$ cat config.mk
export PLATFORM = sky130hd
export DESIGN_NAME = sync_fifo_flex
export DESIGN_NICKNAME = d
export VERILOG_FILES = /design/src/rtl/fifo_pkg.sv /design/src/rtl/fifo_ram.sv /design/src/rtl/sync_fifo_flex.sv
export SDC_FILE = /design/constraint.sdc
export NUM_CORES = 1
export LEC_CHECK = 0
export CORE_MARGIN = 5
export CORE_UTILIZATION = 33
export DETAILED_ROUTE_END_ITERATION = 16
export PLACE_DENSITY = 0.52
export SYNTH_ARGS = -nofsm -noshare
export SYNTH_HDL_FRONTEND = slang
export SYNTH_HIERARCHICAL = 1
export SYNTH_SLANG_ARGS = --single-unit
export TNS_END_PERCENT = 30
$ cat constraint.sdc
create_clock -name clk -period 4 [get_ports clk]
set_input_delay 0.8 -clock clk [delete_from_list [all_inputs] [get_ports clk]]
set_output_delay 0.8 -clock clk [all_outputs]
set_load 0.005 [all_outputs]
$ cat src/rtl/fifo_pkg.sv
// Shared constants and sizing helpers for the synchronous FIFO family.
package fifo_pkg;

  localparam int FIFO_MODE_STD  = 0;
  localparam int FIFO_MODE_FWFT = 1;

  // Occupancy counter width: must hold values 0..depth inclusive.
  function automatic int fifo_cw(input int depth);
    return $clog2(depth + 1);
  endfunction

  function automatic int fifo_pw(input int depth);
    return (depth > 1) ? $clog2(depth) : 1;
  endfunction

endpackage

$ cat src/rtl/fifo_ram.sv
// WIDTH x DEPTH storage: one synchronous write port, one asynchronous read port, no reset.
module fifo_ram
  import fifo_pkg::*;
#(
  parameter int WIDTH = 8,
  parameter int DEPTH = 32,
  localparam int PW   = fifo_pw(DEPTH)
) (
  input  logic             clk,
  input  logic             we,
  input  logic [PW-1:0]    wr_addr,
  input  logic [WIDTH-1:0] wr_data,
  input  logic [PW-1:0]    rd_addr,
  output logic [WIDTH-1:0] rd_data
);

  logic [WIDTH-1:0] mem [DEPTH];

  always_ff @(posedge clk) begin
    if (we) mem[wr_addr] <= wr_data;
  end

  assign rd_data = mem[rd_addr];

endmodule

$ cat src/rtl/sync_fifo_flex.sv
// Single-clock FIFO with arbitrary depth, standard or first-word-fall-through read,
// programmable almost-full/almost-empty thresholds and sticky overflow/underflow flags.
module sync_fifo_flex
  import fifo_pkg::*;
#(
  parameter int WIDTH     = 8,
  parameter int DEPTH     = 32,
  parameter int FWFT      = FIFO_MODE_STD,
  parameter int AFULL_TH  = DEPTH - 4,
  parameter int AEMPTY_TH = 4,
  localparam int CW       = fifo_cw(DEPTH)
) (
  input  logic             clk,
  input  logic             rst,
  input  logic             clr,
  input  logic             wr_en,
  input  logic [WIDTH-1:0] din,
  output logic             full,
  output logic             almost_full,
  input  logic             rd_en,
  output logic [WIDTH-1:0] dout,
  output logic             valid,
  output logic             empty,
  output logic             almost_empty,
  output logic [CW-1:0]    count,
  output logic             overflow,
  output logic             underflow
);

  localparam int PW = fifo_pw(DEPTH);

  if (WIDTH < 1) begin : g_bad_width
    $error("sync_fifo_flex: WIDTH must be >= 1");
  end
  if (DEPTH < 2) begin : g_bad_depth
    $error("sync_fifo_flex: DEPTH must be >= 2");
  end
  if (FWFT != FIFO_MODE_STD && FWFT != FIFO_MODE_FWFT) begin : g_bad_mode
    $error("sync_fifo_flex: FWFT must be 0 or 1");
  end
  if (AFULL_TH < 1 || AFULL_TH > DEPTH) begin : g_bad_afull
    $error("sync_fifo_flex: AFULL_TH must lie in 1..DEPTH");
  end
  if (AEMPTY_TH < 0 || AEMPTY_TH > DEPTH - 1) begin : g_bad_aempty
    $error("sync_fifo_flex: AEMPTY_TH must lie in 0..DEPTH-1");
  end

  function automatic logic [PW-1:0] ptr_next(input logic [PW-1:0] p);
    return (p == PW'(DEPTH - 1)) ? '0 : p + PW'(1);
  endfunction

  logic [PW-1:0]    wr_ptr;
  logic [PW-1:0]    rd_ptr;
  logic             rd_acc;
  logic             wr_acc;
  logic             ram_we;
  logic [WIDTH-1:0] ram_rd;

  // Flags decode registered count only, so no input reaches a status output.
  assign full         = (count == CW'(DEPTH));
  assign almost_full  = (count >= CW'(AFULL_TH));
  assign empty        = (count == '0);
  assign almost_empty = (count <= CW'(AEMPTY_TH));

  // A read frees a slot in the same cycle, so a full FIFO still takes a write alongside it.
  assign rd_acc = rd_en && !empty;
  assign wr_acc = wr_en && (!full || rd_acc);
  assign ram_we = wr_acc && !rst && !clr;

  fifo_ram #(
    .WIDTH(WIDTH),
    .DEPTH(DEPTH)
  ) u_ram (
    .clk    (clk),
    .we     (ram_we),
    .wr_addr(wr_ptr),
    .wr_data(din),
    .rd_addr(rd_ptr),
    .rd_data(ram_rd)
  );

  always_ff @(posedge clk) begin
    if (rst || clr) begin
      wr_ptr    <= '0;
      rd_ptr    <= '0;
      count     <= '0;
      overflow  <= 1'b0;
      underflow <= 1'b0;
    end else begin
      if (wr_acc) wr_ptr <= ptr_next(wr_ptr);
      if (rd_acc) rd_ptr <= ptr_next(rd_ptr);
      if (wr_acc && !rd_acc)      count <= count + CW'(1);
      else if (rd_acc && !wr_acc) count <= count - CW'(1);
      if (wr_en && !wr_acc) overflow  <= 1'b1;
      if (rd_en && empty)   underflow <= 1'b1;
    end
  end

  if (FWFT == FIFO_MODE_FWFT) begin : g_fwft
    // Head word is presented combinationally; forced to zero while nothing is stored.
    assign dout  = empty ? '0 : ram_rd;
    assign valid = !empty;
  end else begin : g_std
    logic [WIDTH-1:0] dout_p1;
    logic             valid_p1;

    // Stage 1: registered read data, valid for exactly one cycle per accepted read.
    always_ff @(posedge clk) begin
      if (rst) begin
        dout_p1  <= '0;
        valid_p1 <= 1'b0;
      end else if (clr) begin
        valid_p1 <= 1'b0;
      end else begin
        valid_p1 <= rd_acc;
        if (rd_acc) dout_p1 <= ram_rd;
      end
    end

    assign dout  = dout_p1;
    assign valid = valid_p1;
  end

endmodule

==> flow_summary.toml, run 1 <==
[run_status]
status = "completed"

[logic_synthesis]
ys_seq_area_frac = 0.726
async_reset_ff_frac = 0
synth_top_area_cell = "edfxtp_1"
synth_ff_type = "edfxtp_1"
ys_warn_count = 6
avgSynthCellArea_um2 = 19.9
synth_top_area_frac = 0.678
mappedNetlistArea_um2 = 11300
synth.area.top_cells = "edfxtp_1 (68%), mux4_2 (16%), dfxtp_1 (4.8%)"
synthCells = 570
synth-seq-cells = 283
synth_cell_type_count = 45
synth_edf_count = 256
syn_nets = 594

[place]
io_buffers = 33
dpl_worst_slack_ns = 0.398
gp_congestion = 0.748
dpl.hpwl_um = 15300

[sta]
finalWorstSetupSlack_ns = 0.707
worst_pin_slew_ns = 1.21
clock_skew_ns = 0.0234
rsz0062_at_grt = "false"
finalSetupTns_ns = 0
period_needed_ns = 3.29
fin_hold_ws_ns = 0.484
setup_viol = 0
finalCritPeriodShare = 0.823
max_freq_mhz = 304
finalHoldViolCount = 0
relSlewSlack = 0.189
final_max_slew_viol_count = 0

[detailed_routing]
postRouteAntennaNets = 0
firstDrtPassIters = 5
routed_via_density = 5.02
wl_um = 23800
drt-initial-drc-count = 327
vias = 5643
avgRoutedWirePerCell_um = 21.2
drc = 0

[worst_setup_path]
critPathKind = "reg2reg"
cp_max_fo = 9
max_stage_delay_ns = 0.71
reg2reg_from = "count[0]"
reg2reg_to = "count[5]"
cp.depth = 9
critPathBufInv = 1
ff2ff_path_depth = 9
crit_start = "count[0]"
arrival_ns = 3.70
setup.worst_path.end_class = "register"
crit_family = "simple AND/OR/NAND/NOR gates"
crit_chain = "or4_1 > o31ai_4 > ha_1 > inv_1 > ha_1 > and3_2 > o41ai_1 > a21o_1 > nand3_1"
crit_path_frequent_cell = "ha_1"
cp-start-kind = "register"
cp_slowest_cell = "or4_1"
crit_end = "count[5]"
rrSetupSlack_ns = 0.71
critPathRequiredTime_ns = 4.41

[global_routing]
grt_usage = 0.124
grt_antenna_before_repair = 0
grt_pass1_vias = 5826
grt_max_degree = 47
grt-ovfl-total = 0
grt_pass1_wl_um = 36600

[cells_and_area]
layout_commonest_cell = "edfxtp_1"
multiInputGateArea_um2 = 2920
area_delta_synth_final_pct = 19.8
diodes = 0
fin_util = 0.403
fin_nets = 677
regArea_um2 = 8230
final_cell_mix = "edfxtp_1 (256), mux4_2 (80), nor2_1 (57), buf_4 (45), clkdlybuf4s50_1 (33)"
drive_gt1_frac = 0.300
fill_cells = 3027

[power_and_ir_drop]
p_sw_frac = 0.214
total_power_w = 0.00708
intPower_w = 0.00557
p_comb_frac = 0.096
vdd_drop_max_mv = 0.297
leakage_nw = 4.31
switching_power_w = 0.00152
power_per_cell_area_nw_per_um2 = 522
clkPwrFrac = 0.433
seqPwrFrac = 0.471

[clock_network]
cts_resized = 0
cts.sinks = 283
cts_hold_buffers = 0
cts_tree = "built"
root_buffer = "clkbuf_16"
post_cts_buffers = 0
clk_pin_slew_ns = 0.06
clk_latency_ns = 0.54
cts.path.max_buffers = 3
cts_buffers = 30
ctsHtreeMaxLevel = 1

[die]
rows = 67
dieHeight_um = 195
fp.dieW_um = 195
die-area_um2 = 38200
coreArea_um2 = 33700
initial_core_util = 0.336
io_pins = 34

[flow_run]
max-cap-violations = 0

[min_path]
hold_class = "reg2reg"
## how the worst min path moves through the flow
stage | start | end | slack (ns) | cells after the start
floorplan | underflow | underflow | 0.46 | 2
global placement | overflow | overflow | 0.47 | 2
detailed placement | underflow | underflow | 0.46 | 2
CTS | underflow | underflow | 0.49 | 2
global route | underflow | underflow | 0.55 | 2
finish | overflow | overflow | 0.48 | 2
## tightest hold or removal path, delay by kind of cell (launching register included)
| family | cells | cell delay, ns |
|---|---|---|
| and+or+nand+nor | 1 | 0.07 |
| AOI/OAI and AO/OA | 1 | 0.05 |
| DFF | 1 | 0.33 |
## stage by stage
step	cell area (µm²)	cells
after floorplan	11300	570
after global placement	12500	1069
after detailed placement	12500	1069
after CTS	13600	1125
after global routing	13600	1125
final	13600	1125
## power by group through the flow
stage | registers [W] | logic, W | clock network, W
floorplan | 0.00334 | 0.000471 | 0
global placement | 0.00340 | 0.000661 | 0
detailed placement | 0.00340 | 0.000680 | 0
CTS | 0.00334 | 0.000685 | 0.00315
global route | 0.00335 | 0.000741 | 0.00328
finish | 0.00334 | 0.000677 | 0.00307
## cell families after synthesis
family	Yosys count	share of synthesized area
and+or+nand+nor	107	0.0465
muxes	98	0.176
AOI/OAI and AO/OA	32	0.0213
adders and majority gates	11	0.0128
xor gates and xnor gates	2	0.00155
DFF	283	0.726
buffers and inverters	37	0.0166
## synthesized netlist by cell type, types with 3 or more instances
cell type  count
a21oi_1       10
a31oi_1        3
and3_1         3
buf_1          6
buf_2          3
buf_4          6
buf_6          3
clkbuf_1      11
dfxtp_1       27
edfxtp_1     256
ha_1          10
inv_1          8
mux2_2         8
mux2i_1       10
mux4_2        80
nand2_1        8
nand3_1        9
nand3b_1       5
nor2_1        57
o21ai_0        8
or3_1          4
or3b_2         4
or4_1          3
## layout make-up
type,instances,share of cell area
flip-flops and latches,283,0.606
multi-input cells,250,0.215
clock buffers,38,0.0627
repair buffers,80,0.0521
well taps,448,0.0413
clock inverters,18,0.0202
inverters,8,0.00221
## per-layer routing
layer | GRT usage | share of wire | up-vias
met2 | 0.193 | 0.47 | 136
met5 | 0 | 0 | -
met4 | 0.0256 | 0.014 | 0
met1 | 0.183 | 0.47 | 2976
met3 | 0.0233 | 0.043 | 26
li1 | - | - | 2505
## registers in the layout, indices dropped and copies added, names as in the netlist
name and count:
count 6, u_ram/mem 256, underflow 1, wr_ptr 5
dout 8, valid 1, rd_ptr 5, overflow 1
Power figures use the tool's default switching activity.
==> run 2: changes to the inputs <==
==> constraint.sdc (replaced) <==
create_clock -name clk -period 3.25 [get_ports clk]
set_input_delay 0.65 -clock clk [delete_from_list [all_inputs] [get_ports clk]]
set_output_delay 0.65 -clock clk [all_outputs]
set_load 0.005 [all_outputs]
==> run 2 against run 1 <==
Clock-buffer cell count is 3 lower. Critical path depth is 1 higher. Combinational power is 31% higher. Sequential power is 22% higher. Power is 19% higher. Global-route usage is 0.17 points lower. Sequential share of layout area is 0.15 points higher.
==> flow_summary.toml, run 2 (synthesis results as in run 1) <==
[run_status]
status = "completed"

[clock_network]
clk_latency_ns = 0.55
clk_pin_slew_ns = 0.06
cts.path.max_buffers = 3
root_buffer = "clkbuf_16"
cts_resized = 0
post_cts_buffers = 0
ctsHtreeMaxLevel = 1
cts_buffers = 31
cts.sinks = 283
cts_hold_buffers = 0
cts_tree = "built"

[flow_run]
max-cap-violations = 0

[sta]
clock_skew_ns = 0.00879
finalCritPeriodShare = 0.943
rsz0062_at_grt = "false"
setup_viol = 0
max_freq_mhz = 326
worst_pin_slew_ns = 0.943
finalSetupTns_ns = 0
finalHoldViolCount = 0
final_max_slew_viol_count = 0
relSlewSlack = 0.371
period_needed_ns = 3.07

[place]
dpl.cell_count = 1077
io_buffers = 33
gp_congestion = 0.749
postPlaceCellArea_um2 = 12500
dpl.hpwl_um = 15300

[detailed_routing]
drc = 0
vias = 5647
wl_um = 23500
avgRoutedWirePerCell_um = 20.7
routed_via_density = 4.98
postRouteAntennaNets = 0
firstDrtPassIters = 5
drt-initial-drc-count = 379

[global_routing]
grt-ovfl-total = 0
grt_pass1_vias = 5915
top_usage_layer = "met2"
grt_usage = 0.122
grt_pass1_wl_um = 36400
grt_max_degree = 38
grt_antenna_before_repair = 0
met3_usage = 0.0221
grtUsageMet2 = 0.197
grt_use_met1 = 0.173

[min_path]
hold_class = "reg2reg"
hold_depth = 2
min_to = "underflow"
min-delay-start = "underflow"

[worst_setup_path]
critPathRequiredTime_ns = 3.68
cp_max_fo = 8
setup.worst_path.end_class = "register"
critPathKind = "reg2reg"
cp-start-kind = "register"
crit_start = "count[0]"
reg2reg_to = "count[5]"
arrival_ns = 3.49
ff2ff_path_depth = 10
reg2reg_from = "count[0]"
rrSetupSlack_ns = 0.18

[cells_and_area]
area_delta_synth_final_pct = 19.5
drive_gt1_frac = 0.304
final_cell_mix = "edfxtp_1 (256), mux4_2 (80), nor2_1 (57), buf_4 (52), clkdlybuf4s50_1 (33)"
layoutNonFillerInstCount = 1135
fin_nets = 686
diodes = 0
regMostFlops = "u_ram/mem"
fin_area_um2 = 13500
largest_reg_flops = 256
layout_commonest_cell = "edfxtp_1"

[power_and_ir_drop]
power_per_cell_area_nw_per_um2 = 622
p_comb_frac = 0.105
seqPwrFrac = 0.485
leakage_nw = 4.29
switching_power_w = 0.00189
vdd_drop_max_mv = 0.401
clkPwrFrac = 0.410
intPower_w = 0.00653
p_sw_frac = 0.224
total_power_w = 0.00842

[die]
coreArea_um2 = 33700
rows = 67
fp.dieW_um = 195
die-area_um2 = 38200
io_pins = 34
initial_core_util = 0.336
dieHeight_um = 195
[run 2: cell types whose count changed in the layout (fill, tap and decap cells not counted)]
| cell | previous run | this run |
|---|---|---|
| bufinv_16 | 7 | 4 |
| inv_6 | 2 | 1 |
| or4_4 | 0 | 1 |
| clkbuf_8 | 5 | 0 |
| or4_1 | 3 | 2 |
| clkinv_1 | 1 | 4 |
| clkinv_4 | 0 | 1 |
| clkbuf_1 | 2 | 4 |
| buf_4 | 45 | 52 |
| clkinvlp_4 | 1 | 3 |
| clkinv_2 | 7 | 10 |
| buf_12 | 2 | 3 |
[run 2: layer usage]
layer	vias up	wire [µm]
li1	2526	-
met1	2949	10700
met2	143	11200
met3	29	1200
met4	0	383
met5	-	0
[run 2: worst max path at each step]
stage                     endpoint  depth (start not counted)  slack [ns]
final                     count[5]                         10        0.18
after global placement    count[5]                         10        0.08
after CTS                     full                          3        0.07
after global routing      count[5]                         10       0.008
after detailed placement  count[5]                         10       -0.03
after floorplan           count[4]                         12        0.26
[run 2: cell type report]
cell class,instances,area [µm²]
Timing Repair Buffer,88,781
Clock buffer,35,791
Sequential cell,283,8230
Tap cell,448,561
Multi-Input combinational cell,250,2930
Fill cell,3015,20200
Clock inverter,23,225
Inverter,8,30.0
[run 2: through the flow]
step	hold WS (ns)	util	setup slack (ns)
after floorplan	0.460	-	0.258
after detailed placement	0.475	0.372	-0.0320
after global placement	0.476	0.372	0.0769
after global routing	0.512	0.402	0.00775
final	0.486	0.402	0.184
after CTS	0.493	0.402	0.0680
[run 2: worst max-delay path: stages, from the launching register on]
cell,delay (ns)
dfxtp_1,0.37
or4_4,0.62
o41ai_4,0.25
inv_1,0.08
ha_1,0.25
inv_1,0.22
ha_1,0.29
and3_2,0.24
o41ai_1,0.44
a21o_1,0.13
nand3_1,0.06
[run 2: power groups by stage]
stage          sequential (W)  clock [W]  combinational, W
5_1_grt               0.00410    0.00369          0.000966
6_report              0.00409    0.00345          0.000884
3_5_place_dp          0.00417          0          0.000881
4_1_cts               0.00409    0.00354          0.000888
2_1_floorplan         0.00412          0          0.000579
3_3_place_gp          0.00416          0          0.000860
